$ cat config.mk
export PLATFORM = sky130hd
export DESIGN_NAME = spi_engine
export DESIGN_NICKNAME = d
export VERILOG_FILES = /design/src/rtl/spi_engine.sv
export SDC_FILE = /design/constraint.sdc
export NUM_CORES = 1
export LEC_CHECK = 0
export ABC_AREA = 1
export BUFFER_PORTS_ARGS = -buffer_cell sky130_fd_sc_hd__buf_2
export CAP_MARGIN = 20
export CORE_ASPECT_RATIO = 0.8
export CORE_MARGIN = 1
export CORE_UTILIZATION = 47
export DETAILED_ROUTE_END_ITERATION = 12
export GPL_ROUTABILITY_DRIVEN = 1
export PLACE_DENSITY_LB_ADDON = 0.12
export SLEW_MARGIN = 20
export SYNTH_ARGS = -nofsm -noshare
export SYNTH_HDL_FRONTEND = slang
export SYNTH_SLANG_ARGS = --single-unit
$ cat constraint.sdc
create_clock -name CLKx4 -period 3.7 [get_ports CLKx4]
set_input_delay 0.37 -clock CLKx4 [delete_from_list [all_inputs] [get_ports CLKx4]]
set_output_delay 0.37 -clock CLKx4 [all_outputs]
set_load 0.02 [all_outputs]
$ cat src/rtl/spi_engine.sv
// rtl/spi_engine.sv - single-byte mode-0 SPI master with two slave selects
//
// Purpose: shifts one byte out on MOSI (MSB first) while shifting one byte in
// from the selected MISO line. SCK idles low. Each half-period lasts 2^DIV
// clock cycles.
//
// Ports:
//   CLKx4   in   sole clock, rising edge
//   nRESET  in   asynchronous active-low reset
//   WR      in   transfer-start strobe (WDATA, SSEL, DIV sampled with it)
//   WDATA   in   [7:0] byte to transmit
//   SSEL    in   [1:0] active-low slave selects to apply
//   DIV     in   [1:0] half-period select
//   RELEASE in   strobe that returns both selects high
//   MISO    in   [2:0] serial in: slave 0, slave 1, default device
//   SCK     out  serial clock
//   MOSI    out  serial data out
//   nSS     out  [1:0] registered active-low selects
//   RDATA   out  [7:0] last received byte
//   BUSY    out  transfer in progress
//   DONE    out  one-cycle end-of-transfer pulse
//   OVR     out  sticky: a WR arrived while busy and was dropped

module spi_engine (
  input  logic       CLKx4,
  input  logic       nRESET,
  input  logic       WR,
  input  logic [7:0] WDATA,
  input  logic [1:0] SSEL,
  input  logic [1:0] DIV,
  input  logic       RELEASE,
  input  logic [2:0] MISO,
  output logic       SCK,
  output logic       MOSI,
  output logic [1:0] nSS,
  output logic [7:0] RDATA,
  output logic       BUSY,
  output logic       DONE,
  output logic       OVR
);

  typedef enum logic [1:0] {
    IDLE = 2'd0,
    LOW  = 2'd1,
    HIGH = 2'd2
  } state_t;

  state_t     state_q;
  state_t     state_d;

  logic [7:0] tx_sr;
  logic [7:0] rx_sr;
  logic [2:0] bitcnt;
  logic [2:0] hcnt;
  logic [2:0] half_max;   // H-1, latched from DIV at transfer start
  logic       rel_pend;

  logic       tick;
  logic       do_start;
  logic       do_rise;
  logic       do_fall;
  logic       do_finish;
  logic       miso_sel;

  // The half-period counter runs from 0 to H-1; tick marks the last cycle.
  assign tick = (hcnt == half_max);

  // Slave routing follows the selects latched at transfer start, so SSEL
  // wiggling mid-transfer cannot redirect the receive path.
  always_comb begin
    miso_sel = 1'b0;
    case (nSS)
      2'b10:   miso_sel = MISO[0];
      2'b01:   miso_sel = MISO[1];
      2'b11:   miso_sel = MISO[2];
      default: miso_sel = MISO[0] | MISO[1];
    endcase
  end

  always_ff @(posedge CLKx4 or negedge nRESET) begin
    if (!nRESET) begin
      state_q <= IDLE;
    end else begin
      state_q <= state_d;
    end
  end

  always_comb begin
    state_d   = state_q;
    do_start  = 1'b0;
    do_rise   = 1'b0;
    do_fall   = 1'b0;
    do_finish = 1'b0;
    case (state_q)
      IDLE: begin
        if (WR) begin
          do_start = 1'b1;
          state_d  = LOW;
        end
      end
      LOW: begin
        if (tick) begin
          do_rise = 1'b1;
          state_d = HIGH;
        end
      end
      HIGH: begin
        if (tick) begin
          if (bitcnt == 3'd7) begin
            do_finish = 1'b1;
            state_d   = IDLE;
          end else begin
            do_fall = 1'b1;
            state_d = LOW;
          end
        end
      end
      default: state_d = IDLE;
    endcase
  end

  always_ff @(posedge CLKx4 or negedge nRESET) begin
    if (!nRESET) begin
      tx_sr    <= 8'h00;
      rx_sr    <= 8'h00;
      bitcnt   <= 3'd0;
      hcnt     <= 3'd0;
      half_max <= 3'd0;
      rel_pend <= 1'b0;
      SCK      <= 1'b0;
      MOSI     <= 1'b0;
      nSS      <= 2'b11;
      RDATA    <= 8'h00;
      BUSY     <= 1'b0;
      DONE     <= 1'b0;
      OVR      <= 1'b0;
    end else begin
      DONE <= 1'b0;

      if (do_start) begin
        tx_sr    <= WDATA;
        nSS      <= SSEL;
        MOSI     <= WDATA[7];
        bitcnt   <= 3'd0;
        hcnt     <= 3'd0;
        OVR      <= 1'b0;
        BUSY     <= 1'b1;
        rel_pend <= 1'b0;   // a RELEASE in the same cycle loses to WR
        case (DIV)
          2'd0:    half_max <= 3'd0;
          2'd1:    half_max <= 3'd1;
          2'd2:    half_max <= 3'd3;
          default: half_max <= 3'd7;
        endcase
      end else if (state_q == IDLE && RELEASE) begin
        nSS <= 2'b11;
      end

      if (state_q != IDLE) begin
        hcnt <= tick ? 3'd0 : hcnt + 3'd1;
        if (WR) begin
          OVR <= 1'b1;
        end
        if (RELEASE) begin
          rel_pend <= 1'b1;
        end
      end

      if (do_rise) begin
        SCK   <= 1'b1;
        rx_sr <= {rx_sr[6:0], miso_sel};
      end

      if (do_fall) begin
        SCK    <= 1'b0;
        bitcnt <= bitcnt + 3'd1;
        MOSI   <= tx_sr[6];
        tx_sr  <= {tx_sr[6:0], 1'b0};
      end

      if (do_finish) begin
        SCK      <= 1'b0;
        RDATA    <= rx_sr;
        DONE     <= 1'b1;
        BUSY     <= 1'b0;
        rel_pend <= 1'b0;
        // A release that arrived mid-transfer (or on this very edge) lands
        // together with DONE so the slave sees a complete byte first.
        if (rel_pend || RELEASE) begin
          nSS <= 2'b11;
        end
      end
    end
  end

endmodule

==> results of run 1 <==
==> power by group through the flow <==
stage	Sequential, mW	Clock, mW	Combinational, mW
after detailed placement	0.721	0	0.683
after global placement	0.721	0	0.672
final	0.713	0.304	0.680
after CTS	0.713	0.315	0.689
after floorplan	0.737	0	0.539
after global routing	0.735	0.330	0.779
==> kinds of logic (layout without fill, tap and decap cells) <==
logic type | count (synthesis) | in the layout
AND/OR/NAND/NOR | 115 | 115
XOR/XNOR | 1 | 1
AO/OA/AOI/OAI | 31 | 31
adder cells (fa/ha/maj) | 3 | 3
flip-flops | 42 | 42
buffers and inverters | 42 | 75
==> sequential cells by signal, summed over array words and instances, names as in the netlist, named ones only <==
signal    flops
BUSY          1
DONE          1
MOSI          1
RDATA         8
SCK           1
bitcnt        3
half_max      3
hcnt          3
nSS           2
rel_pend      1
rx_sr         8
state_q       2
tx_sr         7
==> through the flow <==
step / utilization [%] / worst slack (ns)
detailed placement: 55.3 / 1.83
finish: 57.7 / 1.82
global placement: 55.3 / 1.88
floorplan: - / 2.23
CTS: 57.7 / 1.80
global route: 57.7 / 1.64
==> per-layer routing <==
metal / up-vias / GRT usage (%) / share of wire (%)
met3: 7 / 5.15 / 4.2
met2: 26 / 28.8 / 42
met5: - / 0 / 0
li1: 803 / - / -
met1: 690 / 23.1 / 52
met4: 0 / 5.56 / 1.2
==> final timing paths <==
path,startpoint,end,cells after the start
hold / removal,nRESET,rx_sr[4],1
setup / recovery,bitcnt[0],tx_sr[5],6
hold reg to reg,rx_sr[7],RDATA[7],2
setup reg to reg,bitcnt[0],tx_sr[5],6
max in group asynchronous,nRESET,RDATA[6],1
min in group CLKx4,DIV[1],half_max[1],3
==> placed cells by master (no fill, tap or decap), types with 2 or more instances in the layout <==
master / n
o21ai_0: 10
o22ai_1: 2
nand4_1: 7
clkbuf_8: 5
nand2_2: 4
dfstp_2: 2
nand2_1: 78
ha_1: 3
nor2_1: 6
buf_2: 33
inv_1: 30
inv_2: 4
o21ai_2: 8
nand3_1: 14
o21ai_1: 9
dfrtp_1: 40
==> layout make-up <==
type | count | area [um^2] | area share (%)
Timing Repair Buffer | 33 | 165 | 7.24
Inverter | 34 | 128 | 5.60
Clock inverter | 3 | 25.0 | 1.10
Sequential cell | 42 | 1050 | 46.2
Clock buffer | 5 | 68.8 | 3.02
Tap cell | 55 | 68.8 | 3.02
Multi-Input combinational cell | 150 | 771 | 33.8
==> impl_metrics.py, run 1 <==
metrics = {
    "yosys": {
        "synth_commonest_cells": "78 x nand2_1, 40 x dfrtp_1, 30 x inv_1, 14 x nand3_1, 10 x o21ai_0",
        "synth.most_common_cell": "nand2_1",
        "synth_area_um2": 2010,
        "synth_edf_count": 0,
        "ys.flop_type": "dfrtp_1",
        "synth_area_leader_cell": "dfrtp_1",
        "synthSimpleGateAreaFrac_pct": 26.4,
        "yosys-top-cells-area": "dfrtp_1 50%, nand2_1 15%, inv_1 5.6%",
        "ys_warn_count": 0,
        "synth_xor_area_share_pct": 0.435,
        "syn_area_per_cell_um2": 8.61,
        "synth_nets": 256,
        "ys_types": 27,
        "synth_adder_area_share_pct": 1.86,
        "syn_inst": 234,
        "synth-async-reset-ratio_pct": 100,
        "synth_seq_cells": 42,
        "synth_top_area_share_pct": 49.7,
        "synth_top_family_by_area": "simple AND/OR/NAND/NOR gates",
        "muxShareOfSynthArea_pct": 0,
        "ys_seq_area_share_pct": 52.3,
        "synth_compound_area_share_pct": 9.57,
    },
    "floorplanning": {
        "fp.dieArea_um2": 4550,
        "die_x_um": 75.2,
        "num_io_pins": 34,
        "die_h_um": 60.6,
        "start_util_pct": 50.9,
        "rows": 20,
        "core_um2": 3950,
    },
    "cells_and_area": {
        "fin_cells": 322,
        "drive_above_1_share_pct": 24.3,
        "fillers": 376,
        "design_area_um2": 2280,
        "antenna_cells": 0,
        "nets": 288,
        "syn_to_final_growth_pct": 13.2,
    },
    "clocking": {
        "clk_pin_slew_worst_paths_ns": 0.09,
        "cts_num_sinks": 42,
        "tritoncts": "done",
        "cts_resized": 0,
        "cts.path.max_buffers": 2,
        "htreeDepth": 2,
        "numCtsBuffers": 5,
        "ctsRootBufferMaster": "clkbuf_8",
        "insertion_delay_ns": 0.29,
        "cts_hold_buf": 0,
        "postCtsSetupBuffers": 0,
    },
    "min_path": {
        "hp-class": "input port to async pin",
    },
    "place": {
        "dpl-instance-area_um2": 2190,
        "place_congestion": 0.757,
        "hpwlAfterDp_mm": 2.45,
        "dp_cells": 314,
        "port_buffers": 33,
    },
    "sta": {
        "relSlewSlack_pct": 38.7,
        "rsz0062_at_grt": "false",
        "hold_ws_ns": 0.205,
        "period_share_pct": 50.8,
        "setup_violations": 0,
        "fin_crit_ns": 1.88,
        "tns_ns": 0,
        "hold_viol": 0,
        "maxSlewViolCount": 0,
        "worst_pin_slew_ns": 0.919,
        "fin_skew_ns": 0.00934,
        "fmax_ghz": 0.532,
    },
    "detailed_routing": {
        "drc_errors": 0,
        "drtPass1Iterations": 4,
        "vias_per_cell": 4.74,
        "routedWlPerCell_um": 10.9,
        "antenna_left": 0,
        "drtIter0Drc": 68,
        "vias": 1526,
        "routed_wirelength_mm": 3.52,
    },
    "job": {
        "max_cap_violations": 0,
    },
    "power_and_ir_drop": {
        "clkPwrFrac_pct": 17.9,
        "pwr_density_cell_nw_per_um2": 744,
        "peakVddDrop_mv": 0.360,
        "intPower_uw": 977,
        "switching_share_pct": 42.4,
        "leakage_nw": 1.23,
        "total_power_mw": 1.70,
        "power_switching_uw": 719,
        "pwr-share-seq_pct": 42.0,
        "share_comb_of_total_power_pct": 40.1,
    },
    "global_route": {
        "grt_pass1_wl_mm": 5.95,
        "first_global_vias": 1368,
        "grt_util_all_layers_pct": 17.7,
        "grt_max_degree": 43,
        "antenna_found_initial": 0,
        "grt-ovfl-total": 0,
    },
    "setup_path": {
        "path_class": "flop to flop",
        "slowest_stage": "nand4_2",
        "startpoint_type": "flop",
        "cp.buffers_inverters": 0,
        "crit_fanout": 20,
        "cp_top_family": "simple AND/OR/NAND/NOR gates",
        "crit_path_max_incr_delay_ns": 0.45,
        "endpoint_kind": "flop",
        "r2r_setup_slack_ns": 1.82,
        "arrival_ns": 2.07,
        "cpMostUsedCell": "ha_1",
        "crit_path_cell_trace": "ha_1 > ha_1 > nor2_4 > nand4_2 > nand3_1 > nand2_1",
        "required_ns": 3.89,
    },
    "run_status": {
        "outcome": "finished clean",
    },
}
Power figures use the tool's default switching activity.
==> inputs of run 2 (changes only) <==
==> constraint.sdc (replaced) <==
create_clock -name CLKx4 -period 1.5 [get_ports CLKx4]
set_input_delay 0.15 -clock CLKx4 [delete_from_list [all_inputs] [get_ports CLKx4]]
set_output_delay 0.15 -clock CLKx4 [all_outputs]
set_load 0.02 [all_outputs]
==> run 2 against run 1 <==
Worst setup slack got worse by 1.8 ns; clock skew decreased by 0.0034 ns; combinational power increased to 2.8 times the previous value; register-to-register slack got worse by 1.8 ns; sequential cell count unchanged; cell count increased by 4.0%.
==> impl_metrics.py, run 2 (synthesized netlist as in run 1, its figures left out) <==
metrics = {
    "setup_path": {
        "path_class": "flop to flop",
        "startpoint_type": "flop",
        "regToRegStartpoint": "bitcnt[0]",
        "r2r_setup_slack_ns": 0.06,
        "required_ns": 1.71,
        "endpoint_kind": "flop",
        "arrival_ns": 1.65,
        "crit_fanout": 10,
        "r2r_cells": 7,
        "reg2reg_to": "RDATA[0]",
    },
    "detailed_routing": {
        "antenna_left": 0,
        "wl_met2_mm": 1.75,
        "top_layer": "met4",
        "routedWlPerCell_um": 12.2,
        "routed_wirelength_mm": 4.10,
        "dr_wl_met3_um": 172,
        "vias_per_cell": 4.90,
        "drtIter0Drc": 85,
        "drc_errors": 0,
        "wl_met1_mm": 2.13,
        "drtPass1Iterations": 4,
        "vias": 1642,
    },
    "min_path": {
        "whs_path_depth": 3,
        "hold_path.startpoint": "DIV[1]",
        "hp-class": "input port to flop",
        "hold_end": "half_max[1]",
    },
    "cells_and_area": {
        "final_core_util_pct": 63.9,
        "regArea_um2": 1050,
        "final_cell_mix": "78 x nand2_1, 40 x dfrtp_1, 33 x buf_2",
        "drive_above_1_share_pct": 29.3,
        "design_area_um2": 2530,
        "fin_cells": 335,
        "nets": 301,
        "layout_commonest_cell": "nand2_1",
        "antenna_cells": 0,
        "multi_input_area_um2": 818,
        "syn_to_final_growth_pct": 25.4,
        "fillers": 356,
        "top_regs": "RDATA: 8 flops, rx_sr: 8 flops, tx_sr: 7 flops",
    },
    "floorplanning": {
        "die_x_um": 75.2,
        "core_um2": 3950,
        "num_io_pins": 34,
        "die_h_um": 60.6,
        "fp.dieArea_um2": 4550,
        "start_util_pct": 50.9,
        "rows": 20,
    },
    "global_route": {
        "first_global_vias": 1406,
        "antenna_found_initial": 0,
        "grt_util_all_layers_pct": 18.8,
        "grt-ovfl-total": 0,
        "grt_max_degree": 27,
        "grt_pass1_wl_mm": 6.33,
    },
    "sta": {
        "relSlewSlack_pct": 71.6,
        "rsz0062_at_grt": "false",
        "hold_ws_ns": 0.0967,
        "worst_pin_slew_ns": 0.427,
        "hold_viol": 0,
        "period_share_pct": 96.0,
        "setup_violations": 0,
        "maxSlewViolCount": 0,
        "fmax_ghz": 0.694,
        "fin_crit_ns": 1.44,
        "fin_skew_ns": 0.00598,
    },
    "clocking": {
        "numCtsBuffers": 5,
        "cts.path.max_buffers": 2,
        "cts_num_sinks": 42,
        "ctsRootBufferMaster": "clkbuf_8",
        "htreeDepth": 2,
        "insertion_delay_ns": 0.29,
        "clk_pin_slew_worst_paths_ns": 0.08,
        "tritoncts": "done",
    },
    "place": {
        "dpl-instance-area_um2": 2260,
        "dp_cells": 321,
        "port_buffers": 33,
        "hpwlAfterDp_mm": 2.62,
        "place_congestion": 0.715,
    },
    "power_and_ir_drop": {
        "pwr_density_cell_nw_per_um2": 1810,
        "peakVddDrop_mv": 0.996,
        "leakage_nw": 1.34,
        "total_power_mw": 4.57,
    },
    "run_status": {
        "outcome": "finished clean",
    },
    "job": {
        "max_cap_violations": 0,
    },
}
[run 2: cell count changes in the layout (fill, tap and decap cells not counted), sizes merged]
cell / delta
clkbuf: +2
inv: -1
buf: +10
bufinv: +1
dlygate4sd3: +1
clkinv: +1
clkinvlp: -1
[run 2: worst max-delay path, stage by stage (launching register included)]
cell and delay, ns:
dfrtp_1 0.38, ha_2 0.20, ha_4 0.16, inv_2 0.05, nor2_4 0.09, nand3_4 0.13, clkbuf_16 0.20, o21ai_1 0.15
[run 2: metrics by stage]
| step | TNS (ns) | setup slack [ns] |
|---|---|---|
| final | 0 | 0.0601 |
| after global routing | 0 | 0.00336 |
| after CTS | -0.00564 | -0.00564 |
| after detailed placement | 0 | 0.00578 |
| after global placement | 0 | 0.0562 |
| after floorplan | 0 | 0.0327 |
[run 2: power breakdown]
part / switching, mW / internal (mW) / leakage [nW]
Clock: 0.389 / 0.490 / 0.0579
Combinational: 1.23 / 0.691 / 0.754
Sequential: 0.237 / 1.53 / 0.527
Total: 1.86 / 2.71 / 1.34
[run 2: metal layers]
layer  vias up  track usage (%)
met5         -                0
met4         0             5.56
met2        33             27.0
li1        830                -
met1       774             28.3
met3         5             4.49
[run 2: cell type report]
cell class,instances,share of cell area [%]
multi-input cells,150,32.4
inverters,34,5.05
well taps,55,2.72
flip-flops and latches,42,41.7
repair buffers,46,13.8
clock inverters,3,1.58
clock buffers,5,2.72
[run 2: worst max path at each step]
stage / start / to / slack [ns] / cells after the start
after floorplan: bitcnt[0] / tx_sr[2] / 0.03 / 7
after global placement: bitcnt[0] / tx_sr[5] / 0.06 / 7
after detailed placement: bitcnt[0] / tx_sr[5] / 0.006 / 7
after CTS: bitcnt[0] / tx_sr[5] / -0.006 / 7
after global routing: bitcnt[0] / RDATA[0] / 0.003 / 8
final: bitcnt[0] / RDATA[0] / 0.06 / 7
[run 2: repair_timing]
action	in CTS	in global routing
pin swaps	0	6
endpoints found under the setup margin	3	26
hold endpoints to repair	14	0
gates resized for setup	2	13
hold buffers	1	0
gates cloned	0	3
buffers inserted	0	2
==> inputs of run 3 (changes only) <==
--- a/config.mk
+++ b/config.mk
@@ -10,7 +10,7 @@
 export CAP_MARGIN = 20
 export CORE_ASPECT_RATIO = 0.8
 export CORE_MARGIN = 1
-export CORE_UTILIZATION = 47
+export CORE_UTILIZATION = 30
 export DETAILED_ROUTE_END_ITERATION = 12
 export GPL_ROUTABILITY_DRIVEN = 1
 export PLACE_DENSITY_LB_ADDON = 0.12
==> run 3 against run 2 <==
Register-to-register slack better by 0.06 ns; worst hold slack got worse by 0.00086 ns; combinational power is 3% lower; clock power down 14%; design area shrank 2.7%; wire length down 0.41%; global-route usage is 6.3 points lower; sequential cell count unchanged; critical path depth did not move; total power shrank 4.2%.
==> impl_metrics.py, run 3 (synthesized netlist as in run 1, its figures left out) <==
metrics = {
    "run_status": {
        "outcome": "finished clean",
    },
    "min_path": {
        "whs_path_depth": 3,
        "hold_path.startpoint": "DIV[1]",
        "hp-class": "input port to flop",
        "hold_end": "half_max[1]",
    },
    "setup_path": {
        "reg2reg_to": "bitcnt[2]",
        "required_ns": 1.68,
        "r2r_cells": 7,
        "path_class": "flop to flop",
        "endpoint_kind": "flop",
        "regToRegStartpoint": "bitcnt[0]",
        "r2r_setup_slack_ns": 0.12,
        "crit_fanout": 6,
        "startpoint_type": "flop",
        "arrival_ns": 1.56,
    },
    "power_and_ir_drop": {
        "leakage_nw": 1.29,
        "pwr_density_cell_nw_per_um2": 1780,
        "peakVddDrop_mv": 0.460,
    },
    "floorplanning": {
        "rows": 26,
        "die_x_um": 93.6,
        "fp.dieArea_um2": 7050,
        "start_util_pct": 31.3,
        "die_h_um": 75.3,
        "num_io_pins": 34,
        "core_um2": 6440,
    },
    "sta": {
        "rsz0062_at_grt": "false",
        "fmax_ghz": 0.724,
        "relSlewSlack_pct": 79.1,
        "hold_viol": 0,
        "layout_setup_ws_ns": 0.119,
        "setup_violations": 0,
        "tns_ns": 0,
        "worst_pin_slew_ns": 0.313,
        "fin_skew_ns": 0.00599,
        "maxSlewViolCount": 0,
        "period_share_pct": 92.1,
        "fin_crit_ns": 1.38,
    },
    "cells_and_area": {
        "final_core_util_pct": 38.2,
        "final_cell_mix": "78 x nand2_1, 40 x dfrtp_1, 33 x buf_2",
        "layout_commonest_cell": "nand2_1",
        "antenna_cells": 0,
        "top_regs": "RDATA: 8 flops, rx_sr: 8 flops, tx_sr: 7 flops",
        "nets": 300,
        "fillers": 699,
        "drive_above_1_share_pct": 27.6,
        "syn_to_final_growth_pct": 22.0,
    },
    "clocking": {
        "numCtsBuffers": 5,
        "cts.path.max_buffers": 2,
        "clk_pin_slew_worst_paths_ns": 0.08,
        "htreeDepth": 2,
        "insertion_delay_ns": 0.29,
        "ctsRootBufferMaster": "clkbuf_8",
        "tritoncts": "done",
        "cts_num_sinks": 42,
    },
    "global_route": {
        "grt-ovfl-total": 0,
        "grt_util_all_layers_pct": 12.5,
        "antenna_found_initial": 0,
        "first_global_vias": 1403,
        "grt_pass1_wl_mm": 6.63,
        "grt_max_degree": 25,
    },
    "place": {
        "post-place-ws_ns": 0.00501,
        "place_congestion": 0.732,
        "hpwlAfterDp_mm": 2.91,
        "port_buffers": 33,
    },
    "detailed_routing": {
        "drtPass1Iterations": 4,
        "antenna_left": 0,
        "drtIter0Drc": 43,
        "vias_per_cell": 4.31,
        "routed_wirelength_mm": 4.08,
        "routedWlPerCell_um": 11.2,
        "vias": 1565,
        "drc_errors": 0,
    },
    "job": {
        "max_cap_violations": 0,
    },
}
## run 3: cell count changes in the layout (fill, tap and decap cells not counted), sizes merged
| cell | change |
|---|---|
| clkinv | -1 |
| bufinv | -1 |
| buf | +1 |
## run 3: worst max-delay path, stage by stage (launching register included)
cell and delay (ns):
dfrtp_1 0.39, ha_2 0.20, ha_4 0.16, nor2_4 0.12, nand4_4 0.11, buf_6 0.16, nand3_1 0.07, nand2_1 0.05
## run 3: cell type report
type | instances | area (um^2) | share of cell area (%)
repair buffers | 45 | 285 | 11.6
well taps | 84 | 105 | 4.28
flip-flops and latches | 42 | 1050 | 42.9
clock buffers | 7 | 86.3 | 3.51
inverters | 34 | 128 | 5.19
clock inverters | 1 | 5.00 | 0.204
multi-input cells | 150 | 795 | 32.3
## run 3: metrics by stage
step	cells	area, um^2	total power, mW	hold WS, ns
3_3_place_gp	353	2310	3.60	0.142
4_1_cts	363	2420	4.41	0.0884
2_1_floorplan	234	2010	3.15	-0.146
5_1_grt	363	2460	4.76	0.0973
3_5_place_dp	353	2310	3.60	0.141
6_report	363	2460	4.37	0.0958
## run 3: how the worst max path moves through the flow
stage               startpoint   endpoint  slack, ns
floorplan            bitcnt[0]   tx_sr[2]       0.03
global placement     bitcnt[0]  bitcnt[2]       0.05
detailed placement   bitcnt[0]   tx_sr[1]      0.005
CTS                  bitcnt[0]  bitcnt[0]      0.006
global route         bitcnt[0]       BUSY       0.04
finish               bitcnt[0]  bitcnt[2]       0.12
## run 3: power breakdown
part           leakage (nW)  switching, mW  total, mW  internal [mW]
registers             0.527          0.232       1.76           1.53
clock network        0.0482          0.384      0.756          0.372
logic                 0.716           1.20       1.86          0.657
## run 3: routing by layer
| layer | track usage (%) | vias up | routed length [um] |
|---|---|---|---|
| li1 | - | 825 | - |
| met1 | 18.6 | 713 | 2270 |
| met2 | 16.8 | 25 | 1640 |
| met3 | 4.59 | 2 | 149 |
| met4 | 3.08 | 0 | 21 |
| met5 | 0 | - | 0 |
## run 3: what timing repair did
| item | in CTS | in global routing |
|---|---|---|
| pin swaps | 0 | 2 |
| buffers inserted | 1 | 0 |
| hold buffers | 1 | 0 |
| setup endpoints to repair | 8 | 15 |
| hold endpoints to repair | 40 | 0 |
| gates resized for setup | 0 | 8 |
